File: config.mk
export PLATFORM = sky130hd
export DESIGN_NAME = fetch_stage_pq
export DESIGN_NICKNAME = d
export VERILOG_FILES = /design/src/rtl/fetch_stage_pq.sv
export SDC_FILE = /design/constraint.sdc
export NUM_CORES = 1
export LEC_CHECK = 0
export ABC_AREA = 1
export CAP_MARGIN = 20
export CORE_MARGIN = 2
export CORE_UTILIZATION = 64
export CTS_BUF_LIST = sky130_fd_sc_hd__clkbuf_8
export CTS_CLUSTER_DIAMETER = 150
export DETAILED_ROUTE_END_ITERATION = 8
export PLACE_DENSITY = 0.92
export RECOVER_POWER = 50
export SLEW_MARGIN = 20
export SYNTH_ARGS = -nofsm -noshare
export SYNTH_HDL_FRONTEND = slang
export SYNTH_SLANG_ARGS = --single-unit
File: constraint.sdc
create_clock -name clk -period 25.3 [get_ports clk]
set_input_delay 7.59 -clock clk [delete_from_list [all_inputs] [get_ports clk]]
set_output_delay 7.59 -clock clk [all_outputs]
set_load 0.05 [all_outputs]
File: src/rtl/fetch_stage_pq.sv
// Decoupled RV32 instruction-fetch stage.
// Requests go to instruction memory under a credit limit. In-order responses
// land in a small prefetch queue, and the queue head feeds the IF/ID register.
// A redirect from MEM flushes the queue and discards every response that is
// still in flight.
module fetch_stage_pq #(
  parameter int unsigned     XLEN       = 32,
  parameter logic [XLEN-1:0] RESET_PC   = '0,
  parameter int unsigned     FIFO_DEPTH = 4
) (
  input  logic            clk,
  input  logic            reset,
  input  logic            redirect_valid,
  input  logic [XLEN-1:0] redirect_pc,
  input  logic            stallD,
  output logic            imem_req_valid,
  input  logic            imem_req_ready,
  output logic [XLEN-1:0] imem_req_addr,
  input  logic            imem_rsp_valid,
  input  logic [XLEN-1:0] imem_rsp_data,
  output logic [XLEN-1:0] PCD,
  output logic [XLEN-1:0] InstrD,
  output logic            validD
);

  localparam int unsigned     PW  = (FIFO_DEPTH > 1) ? $clog2(FIFO_DEPTH) : 1;
  localparam int unsigned     CW  = PW + 1;
  localparam int unsigned     OW  = CW + 1;
  localparam logic [XLEN-1:0] NOP = XLEN'(32'h0000_0013);
  localparam logic [XLEN-1:0] PC_STEP = XLEN'(4);

  // One prefetch queue entry: the fetch address and the word returned for it.
  typedef struct packed {
    logic [XLEN-1:0] pc;
    logic [XLEN-1:0] instr;
  } entry_t;

  logic [XLEN-1:0] fetch_pc_q, fetch_pc_d;
  logic [XLEN-1:0] rsp_pc_q,   rsp_pc_d;
  logic [CW-1:0]   inflight_q, inflight_d;
  logic [CW-1:0]   drop_cnt_q, drop_cnt_d;
  logic [CW-1:0]   count_q,    count_d;
  logic [PW-1:0]   rd_ptr_q,   rd_ptr_d;
  logic [PW-1:0]   wr_ptr_q,   wr_ptr_d;
  logic [XLEN-1:0] pcd_q,      pcd_d;
  logic [XLEN-1:0] instrd_q,   instrd_d;
  logic            validd_q,   validd_d;

  entry_t          q_mem_q [FIFO_DEPTH];
  entry_t          head;
  entry_t          push_entry;

  logic [OW-1:0]   occupancy;
  logic            issue;
  logic            push;
  logic            pop;
  logic [XLEN-1:0] target_pc;

  // Credit check plus handshake, push and pop qualifiers.
  // The queue cannot overflow because a request needs a free slot for its response.
  always_comb begin
    occupancy      = {1'b0, inflight_q} + {1'b0, count_q};
    imem_req_valid = !reset && !redirect_valid && (occupancy < OW'(FIFO_DEPTH));
    imem_req_addr  = fetch_pc_q;
    issue          = imem_req_valid && imem_req_ready;
    push           = imem_rsp_valid && !redirect_valid && (drop_cnt_q == '0);
    pop            = !redirect_valid && !stallD && (count_q != '0);
    head           = q_mem_q[rd_ptr_q];
    push_entry     = '{pc: rsp_pc_q, instr: imem_rsp_data};
    target_pc      = {redirect_pc[XLEN-1:2], 2'b00};
  end

  // Next-state logic. A redirect takes priority over stall, issue, push and pop.
  always_comb begin
    fetch_pc_d = fetch_pc_q;
    rsp_pc_d   = rsp_pc_q;
    inflight_d = inflight_q;
    drop_cnt_d = drop_cnt_q;
    count_d    = count_q;
    rd_ptr_d   = rd_ptr_q;
    wr_ptr_d   = wr_ptr_q;
    pcd_d      = pcd_q;
    instrd_d   = instrd_q;
    validd_d   = validd_q;

    if (redirect_valid) begin
      fetch_pc_d = target_pc;
      rsp_pc_d   = target_pc;
      // No request issues this cycle. Every request still outstanding after
      // this edge is stale, and a response returning this edge is dropped too.
      inflight_d = inflight_q - CW'(imem_rsp_valid);
      drop_cnt_d = inflight_q - CW'(imem_rsp_valid);
      count_d    = '0;
      rd_ptr_d   = '0;
      wr_ptr_d   = '0;
      validd_d   = 1'b0;
    end else begin
      if (issue) begin
        fetch_pc_d = fetch_pc_q + PC_STEP;
      end
      inflight_d = inflight_q + CW'(issue) - CW'(imem_rsp_valid);

      if (imem_rsp_valid) begin
        if (drop_cnt_q != '0) begin
          drop_cnt_d = drop_cnt_q - CW'(1);
        end else begin
          rsp_pc_d = rsp_pc_q + PC_STEP;
        end
      end

      if (push) begin
        wr_ptr_d = wr_ptr_q + PW'(1);
      end
      if (pop) begin
        rd_ptr_d = rd_ptr_q + PW'(1);
      end
      count_d = count_q + CW'(push) - CW'(pop);

      // Decode register: with no stall, take the queue head or insert a bubble.
      // An entry pushed this edge is not visible until the next edge.
      if (!stallD) begin
        if (count_q != '0) begin
          pcd_d    = head.pc;
          instrd_d = head.instr;
          validd_d = 1'b1;
        end else begin
          validd_d = 1'b0;
        end
      end
    end
  end

  // State registers, asynchronously cleared.
  always_ff @(posedge clk or posedge reset) begin
    if (reset) begin
      fetch_pc_q <= RESET_PC;
      rsp_pc_q   <= RESET_PC;
      inflight_q <= '0;
      drop_cnt_q <= '0;
      count_q    <= '0;
      rd_ptr_q   <= '0;
      wr_ptr_q   <= '0;
      pcd_q      <= '0;
      instrd_q   <= NOP;
      validd_q   <= 1'b0;
    end else begin
      fetch_pc_q <= fetch_pc_d;
      rsp_pc_q   <= rsp_pc_d;
      inflight_q <= inflight_d;
      drop_cnt_q <= drop_cnt_d;
      count_q    <= count_d;
      rd_ptr_q   <= rd_ptr_d;
      wr_ptr_q   <= wr_ptr_d;
      pcd_q      <= pcd_d;
      instrd_q   <= instrd_d;
      validd_q   <= validd_d;
    end
  end

  // Queue storage. Occupancy is tracked by count_q, so the storage needs no reset.
  always_ff @(posedge clk) begin
    if (push) begin
      q_mem_q[wr_ptr_q] <= push_entry;
    end
  end

  // A push into a full queue with no pop would mean the credit rule is broken.
  always_ff @(posedge clk) begin
    if (!reset) begin
      assert (!(push && !pop && (count_q == CW'(FIFO_DEPTH))));
    end
  end

  assign PCD    = pcd_q;
  assign InstrD = instrd_q;
  assign validD = validd_q;

endmodule

==> results of run 1 <==
[through the flow]
stage / std cells / area (um2) / hold slack, ns / utilization, % / total power, mW
2_1_floorplan: 1690 / 16800 / 0.470 / - / 1.31
3_3_place_gp: 2122 / 18500 / 0.460 / 71.8 / 1.50
3_5_place_dp: 2122 / 18500 / 0.463 / 71.8 / 1.53
4_1_cts: 2226 / 19600 / 0.483 / 75.7 / 1.98
5_1_grt: 2226 / 19500 / 0.502 / 75.5 / 2.06
6_report: 2226 / 19500 / 0.471 / 75.5 / 1.97
[state kept, by name (all words and copies together) (netlist names)]
| register | cells |
|---|---|
| PCD | 30 |
| InstrD | 32 |
| inflight_q | 3 |
| wr_ptr_q | 2 |
| count_q | 3 |
| drop_cnt_q | 3 |
| q_mem_q | 248 |
| imem_req_addr | 30 |
| validD | 1 |
| rd_ptr_q | 2 |
| rsp_pc_q | 30 |
[critical path: stages]
cell and delay [ns]:
dlygate4sd3_1 0.52, clkbuf_1 1.21, clkinvlp_2 1.75, nand3b_4 0.43
nor2_4 0.07, clkdlybuf4s50_1 0.70
[metal layers]
layer,global-route usage (%),part of all wire [%],up-vias,wire length (um)
met4,10.7,2.1,0,838
li1,-,-,5936,-
met3,4.79,10,77,3990
met1,38.5,39,6112,15500
met2,48.4,49,784,19800
met5,0,0,-,0
[Yosys cell counts, drive strengths merged (3+ instances only)]
| cell | number | share of area [%] |
|---|---|---|
| edfxtp | 248 | 44 |
| ha | 16 | 1.2 |
| o21ai | 150 | 4.5 |
| xnor2 | 5 | 0.26 |
| buf | 40 | 1.4 |
| dfrtp | 133 | 20 |
| and2 | 5 | 0.19 |
| clkbuf | 36 | 0.81 |
| nor2 | 221 | 5.1 |
| o211ai | 8 | 0.36 |
| a21oi | 5 | 0.19 |
| nand3 | 94 | 2.8 |
| inv | 115 | 2.6 |
| nand3b | 4 | 0.25 |
| xor2 | 12 | 0.63 |
| o21bai | 10 | 0.45 |
| o22ai | 62 | 2.3 |
| dfstp | 3 | 0.47 |
| nand2 | 509 | 11 |
[cell families after synthesis]
kind of cell | after synthesis | synth area share [%]
simple gates | 837 | 20.0
compound gates | 237 | 7.90
buf+inv | 193 | 4.93
xor+xnor | 17 | 0.889
fa+ha+maj | 18 | 1.43
flops | 384 | 64.8
other cells | 1 | 0.0224
[worst max path at each step]
stage              startpoint        endpoint  depth (start not counted)
2_1_floorplan           reset  imem_req_valid                          3
3_3_place_gp            reset  imem_req_valid                          5
3_5_place_dp            reset  imem_req_valid                          5
4_1_cts                 reset  imem_req_valid                          5
5_1_grt        redirect_valid  imem_req_valid                          6
6_report       redirect_valid  imem_req_valid                          6
[placed cells by master, fill, tap and decap left out, types with 8 or more instances in the layout]
cell / synthesis / final
clkinv_2: 0 / 8
nand3_1: 93 / 93
ha_1: 16 / 16
dlygate4sd3_1: 0 / 61
o21bai_1: 10 / 10
buf_4: 4 / 9
clkbuf_8: 0 / 58
clkinv_1: 2 / 17
o22ai_1: 62 / 62
inv_1: 111 / 130
clkdlybuf4s50_1: 0 / 100
o21ai_0: 148 / 148
dfrtp_1: 133 / 131
nor2_1: 216 / 216
nand2_1: 505 / 505
xor2_1: 12 / 12
o211ai_1: 8 / 8
edfxtp_1: 248 / 248
[area by class of cell]
type                    instances  area [um2]  share of cell area (%)
flip-flops and latches        384       10900                    55.7
clock buffers                  58         798                    4.09
multi-input cells            1113        5070                    26.0
repair buffers                173        1690                    8.67
inverters                     117         452                    2.32
clock inverters                46         216                    1.11
well taps                     335         419                    2.15
[report_power, final]
part	leakage, nW	total (mW)	switching, mW	internal [mW]
combinational	3.53	0.667	0.464	0.203
clock	0.599	0.450	0.227	0.223
sequential	3.91	0.857	0.0892	0.768
==> results_dict.tcl, run 1 <==
set metrics [dict create \
    status "finished with violations" \
    violations "capacitance limit, slew limit" \
    dieArea_um2 27500 \
    async_flop_share_pct 35.4 \
    antenna_found_initial 0 \
    worst_r2r_path_depth 12 \
    rsz0062_at_grt "false" \
    power_per_cell_area_nw_per_um2 101 \
    holdCritPathClass "reg2reg" \
    ys_ff_latch 384 \
    r2r_start "count_q[1]" \
    cts_resized 0 \
    worstSkewPairLatency_ns 0.59 \
    cts_tree "built" \
    syn_inst 1687 \
    path_max_fanout 37 \
    clock-sinks 384 \
    maxCapViolCount 3 \
    irDropWorstVdd_v 0.000113 \
    viasPerCell 5.80 \
    postLayoutSetupSlackWorst_ns 5.43 \
    cts.htree.levels 2 \
    leakage_nw 8.03 \
    startpoint_type "input pin" \
    n_antenna_cell 0 \
    crit_type "in2out" \
    drc 0 \
    hold_violations 0 \
    min_period_over_period_pct 78.5 \
    wl_per_cell_um 18.0 \
    drive_gt1_share_pct 5.45 \
    initial_utilization_pct 64.8 \
    syn_avg_cell_area_um2 9.92 \
    holdPathStages 2 \
    yosysSeqAreaShare_pct 64.8 \
    regToRegSetupSlack_ns 20.62 \
    synth.distinct_cells 38 \
    place_congestion 0.971 \
    yosysWarnings 0 \
    tns_ns 0 \
    drt-pass1-iter-count 6 \
    cts_buffers 56 \
    core_area_um2 25800 \
    grt_pass1_vias 12851 \
    hold_end "PCD[24]" \
    place_ws_ns 7.82 \
    cts.path.max_buffers 3 \
    fp.dieW_um 166 \
    skew_ns 0.0321 \
    area_growth_pct 16.5 \
    drt-initial-drc-count 1316 \
    fp-row-count 59 \
    nets 1933 \
    portBuffers 161 \
    ys.flop_type "edfxtp_1" \
    hold_path.startpoint "PCD[24]" \
    fillers 1548 \
    finalSetupViolCount 0 \
    dr_total_vias 12909 \
    endpoint_kind "output pin" \
    grt_usage_pct 28.8 \
    hpwl_um 23600 \
    ant_nets 0 \
    crit_required_ns 17.71 \
    cts_hold_buf 0 \
    routed_wl_um 40100 \
    drv_slew 152 \
    tightest_slew_ns 3.48 \
    timing.fmax_mhz 50.3 \
    final.min_clock_period_ns 19.87 \
    io_pins 168 \
    arrival_ns 12.28 \
    post-cts-setup-buffer-count 0 \
    die_h_um 166 \
    overflow 0 \
    synth-edff-count 248 \
    cts.clk_slew.worst_paths_ns 0.06 \
    grt_pass1_wl_um 63800 \
    relSlewSlack_pct -132 \
    cts_root_buf "clkbuf_8" \
    reg2reg_to "count_q[2]" \
    syn_area_um2 16700 \
    grt_start_max_net_pins 107 \
]
Power figures use the tool's default switching activity.
==> run 2: changes to the inputs <==
Settings changed: CORE_UTILIZATION 64 to 59, PLACE_DENSITY 0.92 to 0.86.
Clock period 25.3 ns to 19.5 ns, I/O delays scaled along.
==> run 2 against run 1 <==
Against the previous run:
- the flow still finishes with violations (capacitance limit, slew limit)
- flip-flop and latch count did not move
- combinational power rose by 28%
- via count fell by 1.4%
- cell count rose by 2.1%
- die area rose by 8.3%
- count of clock-buffer cells in the layout rose by 5
- wire length fell by 3.6%
- non-clock buffer count fell by 1
- critical path type unchanged
- largest power group unchanged
==> results_dict.tcl, run 2 (same netlist as run 1, synthesis figures left out) <==
set metrics [dict create \
    status "finished with violations" \
    violations "capacitance limit, slew limit" \
    place_area_um2 18600 \
    crit_required_ns 13.65 \
    overflow 0 \
    fillers 1917 \
    cts_resized 0 \
    power_per_cell_area_nw_per_um2 134 \
    timing.fmax_mhz 61.1 \
    cts.clk_slew.worst_paths_ns 0.06 \
    fp.dieW_um 172 \
    fp-row-count 61 \
    finalSetupViolCount 0 \
    hpwl_um 22800 \
    r2r_start "count_q[1]" \
    clock-sinks 384 \
    p_clk_share_pct 26.3 \
    maxCapViolCount 3 \
    wl_per_cell_um 17.0 \
    cts_hold_buf 0 \
    die_h_um 172 \
    arrival_ns 10.52 \
    core_area_um2 27900 \
    regArea_um2 10900 \
    p_int_mw 1.65 \
    holdCritPathClass "reg2reg" \
    pwr-share-comb_pct 32.1 \
    grt_usage_pct 26.3 \
    post-cts-setup-buffer-count 0 \
    final_common_cell "nand2_1" \
    seqPwrFrac_pct 41.6 \
    area_growth_pct 18.2 \
    drt-pass1-iter-count 6 \
    cp-endpoint "imem_req_valid" \
    relSlewSlack_pct -159 \
    drive_gt1_share_pct 6.12 \
    hold_violations 0 \
    path_max_fanout 37 \
    cts.path.max_buffers 3 \
    rsz0062_at_grt "false" \
    p_switching_mw 1.01 \
    irDropWorstVdd_v 0.0000636 \
    initial_utilization_pct 60.1 \
    cts_buffers 58 \
    largest_reg_flops 248 \
    tns_ns 0 \
    dieArea_um2 29700 \
    worst_r2r_path_depth 12 \
    grt_start_max_net_pins 83 \
    place_congestion 0.954 \
    worstSkewPairLatency_ns 0.59 \
    worstSetupStartpoint "redirect_valid" \
    viasPerCell 5.60 \
    dr_total_vias 12732 \
    switching_share_pct 37.9 \
    routed_wl_um 38600 \
    final.min_clock_period_ns 16.37 \
    min_period_over_period_pct 83.9 \
    top_register "q_mem_q" \
    antenna_found_initial 2 \
    nets 1934 \
    final_cell_mix "506 x nand2_1, 248 x edfxtp_1, 214 x nor2_1, 148 x o21ai_0, 131 x dfrtp_1" \
    startpoint_type "input pin" \
    reg2reg_to "count_q[2]" \
    final_cell_area_um2 19800 \
    cts.htree.levels 2 \
    regToRegSetupSlack_ns 14.99 \
    hold_path.startpoint "InstrD[19]" \
    ant_nets 0 \
    grt_pass1_vias 12422 \
    cts_root_buf "clkbuf_8" \
    drv_slew 171 \
    multiInputGateArea_um2 5080 \
    skew_ns 0.0291 \
    grt_pass1_wl_um 61200 \
    cts_tree "built" \
    holdPathStages 2 \
    leakage_nw 8.14 \
    io_pins 168 \
    endpoint_kind "output pin" \
    crit_type "in2out" \
    drt-initial-drc-count 1124 \
    portBuffers 161 \
    drc 0 \
    tightest_slew_ns 3.88 \
]
## run 2: cell count changes in the layout (fill, tap and decap cells not counted), moves of 2 or more
cell and change:
clkbuf_8 +5, clkinv_1 -9, dlygate4sd3_1 +5, clkdlybuf4s50_1 -5, nor2_4 +2, nor2_1 -2, bufinv_16 +6
## run 2: critical path: stages
cell and delay, ns:
clkdlybuf4s50_1 0.45, clkbuf_1 1.27, clkinvlp_2 1.76, nand3b_4 0.42
nor2_4 0.07, clkdlybuf4s50_1 0.70
## run 2: layer usage
metal	global-route usage (%)	share of wire (%)
met5	0	0.034
met4	9.46	2.6
met3	4.72	8.8
met2	44.5	48
met1	34.5	40
## run 2: final cells by class
class | count | area share (%)
Sequential cell | 384 | 54.9
Multi-Input combinational cell | 1113 | 25.7
Timing Repair Buffer | 172 | 8.50
Clock buffer | 63 | 4.38
Tap cell | 378 | 2.39
Inverter | 117 | 2.26
Clock inverter | 45 | 1.91
Antenna cell | 1 | 0.0126
## run 2: how the worst min path moves through the flow
| stage | end | slack (ns) |
|---|---|---|
| 2_1_floorplan | drop_cnt_q[1] | 0.47 |
| 3_3_place_gp | InstrD[4] | 0.46 |
| 3_5_place_dp | InstrD[21] | 0.46 |
| 4_1_cts | InstrD[4] | 0.48 |
| 5_1_grt | InstrD[11] | 0.50 |
| 6_report | InstrD[19] | 0.47 |
## run 2: metrics by stage
stage | total power, mW | worst slack (ns) | instances | hold WS, ns | util, %
finish | 2.66 | 3.13 | 2273 | 0.471 | 71.1
global route | 2.79 | 2.79 | 2273 | 0.495 | 71.1
CTS | 2.68 | 5.63 | 2272 | 0.480 | 71.2
detailed placement | 1.98 | 5.63 | 2164 | 0.464 | 66.7
global placement | 1.95 | 5.64 | 2164 | 0.458 | 66.7
floorplan | 1.70 | 4.41 | 1690 | 0.470 | -
## run 2: power by group through the flow
stage	clock, mW	combinational, mW	sequential (mW)
global route	0.741	0.928	1.12
detailed placement	0	0.862	1.12
floorplan	0	0.352	1.34
CTS	0.704	0.869	1.10
finish	0.697	0.853	1.10
global placement	0	0.838	1.11
